--- config.mk ---
export PLATFORM = sky130hd
export DESIGN_NAME = alu_arbiter
export DESIGN_NICKNAME = d
export VERILOG_FILES = /design/src/rtl/alu_arbiter.sv
export SDC_FILE = /design/constraint.sdc
export NUM_CORES = 1
export LEC_CHECK = 0
export ABC_AREA = 0
export ABC_CLOCK_PERIOD_IN_PS = 1800
export CORE_ASPECT_RATIO = 1.2
export CORE_MARGIN = 1
export CORE_UTILIZATION = 41
export DETAILED_ROUTE_END_ITERATION = 6
export GPL_ROUTABILITY_DRIVEN = 0
export HOLD_SLACK_MARGIN = 0.12
export PLACE_DENSITY = 0.91
export SETUP_SLACK_MARGIN = 0.3
export SLEW_MARGIN = 5
export SYNTH_ARGS = -nofsm -noshare
export SYNTH_HDL_FRONTEND = slang
export SYNTH_SLANG_ARGS = --single-unit
--- constraint.sdc ---
create_clock -name clk -period 1.8 [get_ports clk]
set_input_delay 0.18 -clock clk [delete_from_list [all_inputs] [get_ports clk]]
set_output_delay 0.18 -clock clk [all_outputs]
set_load 0.005 [all_outputs]
--- src/rtl/alu_arbiter.sv ---
// alu_arbiter: two-requester round-robin front end for one shared combinational ALU.
// Latency: accept -> resp_valid two cycles later (one cycle for rejected opcodes with ALU_ARB_OPCHECK_EN).
// Backpressure: single operation in flight; resp_ready low holds the response and blocks all grants.
// Optional feature macro: ALU_ARB_OPCHECK_EN (rejects illegal control codes without using the ALU).
module alu_arbiter #(
  parameter bit FIRST_PRIO = 1'b0
) (
  input  logic        clk,
  input  logic        reset,
  input  logic        req0_valid,
  output logic        req0_ready,
  input  logic [7:0]  req0_a,
  input  logic [7:0]  req0_b,
  input  logic [3:0]  req0_control,
  input  logic        req1_valid,
  output logic        req1_ready,
  input  logic [7:0]  req1_a,
  input  logic [7:0]  req1_b,
  input  logic [3:0]  req1_control,
  output logic        resp_valid,
  input  logic        resp_ready,
  output logic        resp_id,
  output logic [15:0] resp_result,
  output logic        resp_zero,
  output logic        resp_err,
  output logic [7:0]  alu_a,
  output logic [7:0]  alu_b,
  output logic [3:0]  alu_control,
  input  logic [15:0] alu_result,
  input  logic        alu_zero
);

  typedef enum logic [1:0] {IDLE, ISSUE, RESP} state_t;

  state_t      state;
  state_t      state_nxt;
  logic        last_served;
  logic        grant_id;
  logic        any_req;
  logic        accept;
  logic        op_legal;
  logic [7:0]  sel_a;
  logic [7:0]  sel_b;
  logic [3:0]  sel_control;

  // Round-robin choice: on contention favour the requester not served last.
  always_comb begin
    any_req = req0_valid | req1_valid;
    if (req0_valid && req1_valid) begin
      grant_id = ~last_served;
    end else begin
      grant_id = req1_valid;
    end
    sel_a       = grant_id ? req1_a       : req0_a;
    sel_b       = grant_id ? req1_b       : req0_b;
    sel_control = grant_id ? req1_control : req0_control;
  end

`ifdef ALU_ARB_OPCHECK_EN
  // Only the six implemented ALU codes are forwarded; anything else is answered locally.
  always_comb begin
    case (sel_control)
      4'b0000, 4'b0001, 4'b0010, 4'b0110, 4'b1100, 4'b1101: op_legal = 1'b1;
      default:                                             op_legal = 1'b0;
    endcase
  end
`else
  assign op_legal = 1'b1;
`endif

  assign resp_valid = (state == RESP);

  // Next-state and grant decode; grants only from IDLE and never while reset is high.
  always_comb begin
    state_nxt  = state;
    req0_ready = 1'b0;
    req1_ready = 1'b0;
    accept     = 1'b0;
    case (state)
      IDLE: begin
        if (!reset && any_req) begin
          accept     = 1'b1;
          req0_ready = ~grant_id;
          req1_ready = grant_id;
          state_nxt  = op_legal ? ISSUE : RESP;
        end
      end
      ISSUE: state_nxt = RESP;
      RESP: begin
        if (resp_ready) begin
          state_nxt = IDLE;
        end
      end
      default: state_nxt = IDLE;
    endcase
  end

  // State register.
  always_ff @(posedge clk) begin
    if (reset) begin
      state <= IDLE;
    end else begin
      state <= state_nxt;
    end
  end

  // Operand latch, response capture and round-robin pointer.
  // The alu_* registers double as the operand latch, so they only move on a legal accept.
  always_ff @(posedge clk) begin
    if (reset) begin
      resp_id     <= 1'b0;
      resp_result <= 16'h0000;
      resp_zero   <= 1'b0;
      resp_err    <= 1'b0;
      alu_a       <= 8'h00;
      alu_b       <= 8'h00;
      alu_control <= 4'h0;
      last_served <= ~FIRST_PRIO;
    end else begin
      if (accept) begin
        resp_id <= grant_id;
        if (op_legal) begin
          alu_a       <= sel_a;
          alu_b       <= sel_b;
          alu_control <= sel_control;
        end else begin
          resp_result <= 16'h0000;
          resp_zero   <= 1'b1;
          resp_err    <= 1'b1;
        end
      end
      if (state == ISSUE) begin
        resp_result <= alu_result;
        resp_zero   <= alu_zero;
        resp_err    <= 1'b0;
      end
      if (state == RESP && resp_ready) begin
        last_served <= resp_id;
      end
    end
  end

endmodule

==> results_dict.tcl, run 1 <==
set metrics [dict create \
    outcome "completed" \
    vias 1873 \
    final-max-slew-violation-count 0 \
    num_rows 26 \
    grt_max_degree 41 \
    drive_above_1_share 0.171 \
    max-vdd-ir-drop_uv 336 \
    htreeDepth 2 \
    switching_share 0.269 \
    crit_type "reg -> out" \
    tns_ns 0 \
    p_switching_uw 593 \
    p_int_mw 1.61 \
    startpoint_type "register" \
    ys_types 24 \
    final_common_cell "clkdlybuf4s50_1" \
    routed_via_density 5.05 \
    cts_tree "built" \
    ys_seq_area_frac 0.446 \
    grt_use_total 0.199 \
    hp-class "in -> reg" \
    firstDrtPassIters 4 \
    area.growth.synth_to_final_pct 63.0 \
    fmax_ghz 0.705 \
    clockBufferDepth 2 \
    cts_buffers 5 \
    avgSynthCellArea_um2 8.68 \
    final_cell_mix "clkdlybuf4s50_1, nand2_1, a21oi_1, dfxtp_1, a311oi_2" \
    p_leak_nw 1.11 \
    start_util 0.429 \
    fin_crit_ns 1.42 \
    max_cap_viol_count 0 \
    ant_nets 0 \
    maxSlewHeadroom 0.570 \
    clkPwrFrac 0.260 \
    grt_overflow 0 \
    cellPowerDensity_mw_per_mm2 735 \
    p_seq_frac 0.465 \
    synth_area_mm2 0.00184 \
    syn_nets 274 \
    synthCells 212 \
    drtIter0Drc 74 \
    wl_per_cell_um 12.8 \
    port_buffers 102 \
    r2r_setup_slack_ns 0.40 \
    die_w_um 63.2 \
    utilization 0.699 \
    rsz0062_at_grt "true" \
    post-route-drc-count 0 \
    combPwrFrac 0.274 \
    grt_pass1_wl_um 7520 \
    first_global_vias 1750 \
    hold_viol_final 0 \
    cts.clk_slew.worst_paths_ns 0.08 \
    end_kind "primary output" \
    pre_cts_slack_ns -0.0334 \
    clkLatencyLatePin_ns 0.29 \
    nets 376 \
    die_area_mm2 0.00476 \
    core_area_mm2 0.00429 \
    setup_viol 0 \
    clkSinkCount 41 \
    setup_slack_ns 0.382 \
    wirelength_um 4750 \
    io_pins 104 \
    antenna_found_initial 0 \
    hpwl_um 3400 \
    cts-root-buf "clkbuf_8" \
    skew_ns 0.00420 \
    synth_seq_cells 41 \
    fin_crit_sh 0.788 \
    required_ns 1.62 \
    die_h_um 75.4 \
    worst_pin_slew_ns 0.646 \
    yosysWarnings 0 \
    path_max_fanout 4 \
    antenna_cells 0 \
    worstPathArrival_ns 1.24 \
    hold_buffers 0 \
]
## Yosys cell counts
library cell  count  area [µm²]
and2b_1           1        7.51
clkbuf_1          5        18.8
a21oi_1          39         195
nor2_1            1        3.75
a21boi_2          1        11.3
inv_2             1        3.75
nor3_4            1        16.3
nand2_2           1        6.26
inv_1             1        3.75
buf_2            10        50.1
nand2_1          74         278
a311o_1           1        10.0
a21bo_2           2        20.0
nand3_1           1        5.00
a311oi_2         19         285
nand2b_1          2        12.5
or2_1             1        6.26
nor2b_1           1        6.26
buf_6             4        45.0
dfxtp_1          41         821
buf_4             2        15.0
conb_1            1        3.75
a311oi_1          1        8.76
a21boi_0          1        7.51
## worst max-delay path, cell delays in order, from the launching register on
cell and delay [ns]:
dfxtp_4 0.36, nor3_4 0.19, buf_4 0.14, nand3_2 0.07, inv_1 0.06, clkbuf_2 0.13
## path summary, 6_finish.rpt
kind	from	end	depth (start not counted)
worst min register to register	resp_result[12]$_SDFFE_PP0N_	resp_result[12]$_SDFFE_PP0N_	2
worst max register to register	state[1]$_SDFFE_PP0P_	alu_a[5]$_SDFFE_PP0P_	6
worst max-delay path	state[1]$_SDFFE_PP0P_	req1_ready	5
worst min-delay path	reset	resp_id$_SDFFE_PP0P_	5
## power groups by stage
| stage | logic (mW) | registers [mW] | clock network [mW] |
|---|---|---|---|
| final | 0.605 | 1.03 | 0.574 |
| after global routing | 0.658 | 1.04 | 0.638 |
| after CTS | 0.610 | 1.03 | 0.589 |
| after detailed placement | 0.588 | 1.05 | 0 |
| after global placement | 0.576 | 1.04 | 0 |
| after floorplan | 0.275 | 1.05 | 0 |
## metal layers
layer	GRT usage	vias up	part of all wire
li1	-	930	-
met1	0.209	866	0.40
met2	0.380	70	0.52
met3	0.0464	7	0.056
met4	0.0956	0	0.016
met5	0	-	0
## sequential cells by signal, indices dropped and copies added, names as in the netlist
register     cells
alu_a            8
alu_control      4
resp_id          1
resp_result     16
state            2
last_served      1
alu_b            8
resp_zero        1
## logic make-up (layout without fill, tap and decap cells)
logic type | Yosys count | in the layout | share of synthesized area
AO/OA/AOI/OAI | 64 | 64 | 0.292
other | 1 | 1 | 0.00204
AND/OR/NAND/NOR | 83 | 83 | 0.186
flip-flops | 41 | 41 | 0.446
buffers and inverters | 23 | 126 | 0.0741
## stage by stage
stage	std cells	power, mW	hold WS [ns]	instance area (µm²)
global route	371	2.33	0.366	3000
finish	371	2.20	0.346	3000
global placement	357	1.62	0.442	2860
CTS	370	2.22	0.346	3000
floorplan	212	1.32	0.316	1840
detailed placement	357	1.63	0.446	2860
## repair_timing
| item | CTS | global route |
|---|---|---|
| gates resized for setup | 14 | 4 |
| pin swaps | 1 | 1 |
| setup buffers | 5 | 1 |
| setup endpoints to repair | 23 | 2 |
## final cells by class
cell class                 instances  area [µm²]
clock buffer                       6        72.6
clock inverter                     2        10.0
fill                             364        1290
inverter                           2        10.0
multi-input combinational        148         900
sequential                        41         826
tap                               56        70.1
timing repair buffer             116        1110
No activity file was read; power rests on OpenSTA's default activity.
==> inputs of run 2 (changes only) <==
--- a/config.mk
+++ b/config.mk
@@ -6,14 +6,14 @@
 export NUM_CORES = 1
 export LEC_CHECK = 0
 export ABC_AREA = 0
-export ABC_CLOCK_PERIOD_IN_PS = 1800
+export ABC_CLOCK_PERIOD_IN_PS = 1400
 export CORE_ASPECT_RATIO = 1.2
 export CORE_MARGIN = 1
-export CORE_UTILIZATION = 41
+export CORE_UTILIZATION = 38
 export DETAILED_ROUTE_END_ITERATION = 6
 export GPL_ROUTABILITY_DRIVEN = 0
 export HOLD_SLACK_MARGIN = 0.12
-export PLACE_DENSITY = 0.91
+export PLACE_DENSITY = 0.86
 export SETUP_SLACK_MARGIN = 0.3
 export SLEW_MARGIN = 5
 export SYNTH_ARGS = -nofsm -noshare
==> constraint.sdc (replaced) <==
create_clock -name clk -period 1.4 [get_ports clk]
set_input_delay 0.14 -clock clk [delete_from_list [all_inputs] [get_ports clk]]
set_output_delay 0.14 -clock clk [all_outputs]
set_load 0.005 [all_outputs]
==> results_dict.tcl, run 2 (synthesized netlist as in run 1, its figures left out) <==
set metrics [dict create \
    top_register "resp_result" \
    post-route-drc-count 0 \
    wirelength_um 5820 \
    cts_tree "built" \
    cts_buffers 5 \
    rsz0062_at_grt "true" \
    r2r_setup_slack_ns 0.05 \
    cpPeakStageDelay_ns 0.35 \
    met3_usage 0.0538 \
    p_total_mw 3.43 \
    cp_cell_sequence "nor3_4 -> buf_6 -> nand2_4 -> nor2_2 -> buf_2" \
    cp_num_cells 5 \
    final_common_cell "clkdlybuf4s50_1" \
    final-max-slew-violation-count 0 \
    cellPowerDensity_mw_per_mm2 971 \
    start_util 0.398 \
    reg_top3 "resp_result (16), alu_a (8), alu_b (8)" \
    fmax_ghz 0.726 \
    drtIter0Drc 45 \
    die_w_um 65.5 \
    hold_viol_final 0 \
    p_seq_frac 0.389 \
    outcome "completed" \
    max-vdd-ir-drop_uv 643 \
    hold_depth 6 \
    ant_nets 0 \
    met1_usage 0.235 \
    cts.clk_slew.worst_paths_ns 0.09 \
    clkSinkCount 41 \
    clockBufferDepth 2 \
    core_area_mm2 0.00463 \
    cpLargestDelayFamily "flip-flops" \
    grt_pass1_wl_um 8700 \
    grt_overflow 0 \
    crit_slowest_cell "dfxtp_2" \
    wl_per_cell_um 15.0 \
    max_cap_viol_count 0 \
    reg2regPathDepth 6 \
    port_buffers 102 \
    hpwl_um 3500 \
    antenna_found_initial 0 \
    die_area_mm2 0.00513 \
    clkPwrFrac 0.328 \
    area.growth.synth_to_final_pct 91.8 \
    required_ns 1.26 \
    worst_pin_slew_ns 0.644 \
    combPwrFrac 0.283 \
    vias 1974 \
    grt_max_degree 41 \
    maxSlewHeadroom 0.571 \
    antenna_cells 0 \
    grt_use_total 0.219 \
    setup_viol 0 \
    switching_share 0.266 \
    end_kind "primary output" \
    tns_ns 0 \
    skew_ns 0.0122 \
    fin_crit_ns 1.38 \
    first_global_vias 1929 \
    num_rows 27 \
    die_h_um 78.2 \
    drive_above_1_share 0.429 \
    p_leak_nw 1.53 \
    fin_crit_sh 0.984 \
    clkLatencyLatePin_ns 0.30 \
    firstDrtPassIters 4 \
    routed_via_density 5.10 \
    largest_register_ffs 16 \
    hp-class "in -> reg" \
    io_pins 104 \
    htreeDepth 2 \
    grt.busiest_layer "met2" \
    startpoint_type "register" \
    critPathBufInv 2 \
    p_switching_uw 911 \
    p_int_mw 2.52 \
    path_max_fanout 3 \
    worstPathArrival_ns 1.24 \
    crit_type "reg -> out" \
    cts-root-buf "clkbuf_8" \
    nets 390 \
    use_met2 0.401 \
    holdWs_ns 0.395 \
    final_cell_mix "clkdlybuf4s50_1, nand2_1, dlygate4sd2_1, dfxtp_2" \
]
## run 2: cell count changes in the layout (fill, tap and decap cells not counted), moves of 20 or more
cell,previous run,this run
a21oi_1,39,15
a21oi_2,0,20
clkdlybuf4s50_1,97,59
dfxtp_1,39,16
dfxtp_2,1,25
dlygate4sd2_1,2,38
## run 2: stage by stage
step,util,setup slack [ns],area [µm²],instances
finish,0.763,0.0221,3530,387
global route,0.763,-0.0419,3530,387
CTS,0.687,-0.0236,3180,382
detailed placement,0.633,-0.307,2930,366
global placement,0.633,-0.276,2930,366
floorplan,-,0.284,1850,212
## run 2: worst reg2reg max path, stage by stage, from the launching register on
cell and delay (ns):
dfxtp_2 0.35, buf_6 0.11, buf_6 0.11, and2b_2 0.23
buf_6 0.12, a21boi_2 0.04, a311o_1 0.27
## run 2: layout make-up
cell class                 count  area (µm²)
inverter                       2        20.0
clock inverter                 3        65.1
sequential                    41         852
tap                           58        72.6
clock buffer                   5        68.8
timing repair inverter         1        16.3
fill                         330        1100
multi-input combinational    148        1190
timing repair buffer         129        1250
## run 2: routing by layer
| layer | vias to the layer above | share of wire |
|---|---|---|
| met5 | - | 0 |
| met4 | 0 | 0.025 |
| met3 | 13 | 0.047 |
| met2 | 76 | 0.55 |
| met1 | 925 | 0.38 |
| li1 | 960 | - |
## run 2: power groups by stage
stage	clock network [mW]	logic (mW)	registers (mW)
2_1_floorplan	0	0.357	1.35
3_3_place_gp	0	0.767	1.34
3_5_place_dp	0	0.782	1.34
4_1_cts	1.14	0.804	1.32
5_1_grt	1.20	1.04	1.34
6_report	1.13	0.969	1.33
## run 2: worst paths after layout
kind / startpoint / to
hold reg to reg: resp_result[14]$_SDFFE_PP0N_ / resp_result[14]$_SDFFE_PP0N_
setup reg to reg: state[0]$_SDFFE_PP0P_ / last_served$_SDFFE_PP1P_
setup / recovery: state[0]$_SDFFE_PP0P_ / req0_ready
hold / removal: reset / resp_id$_SDFFE_PP0P_
## run 2: timing repair
action                     CTS  global route
hold endpoints to repair     0             0
resized for setup           98            79
setup endpoints to repair   81            44
buffers inserted             5             4
pin swaps                    9            23
cloned                       3             1
hold buffers                 0             0
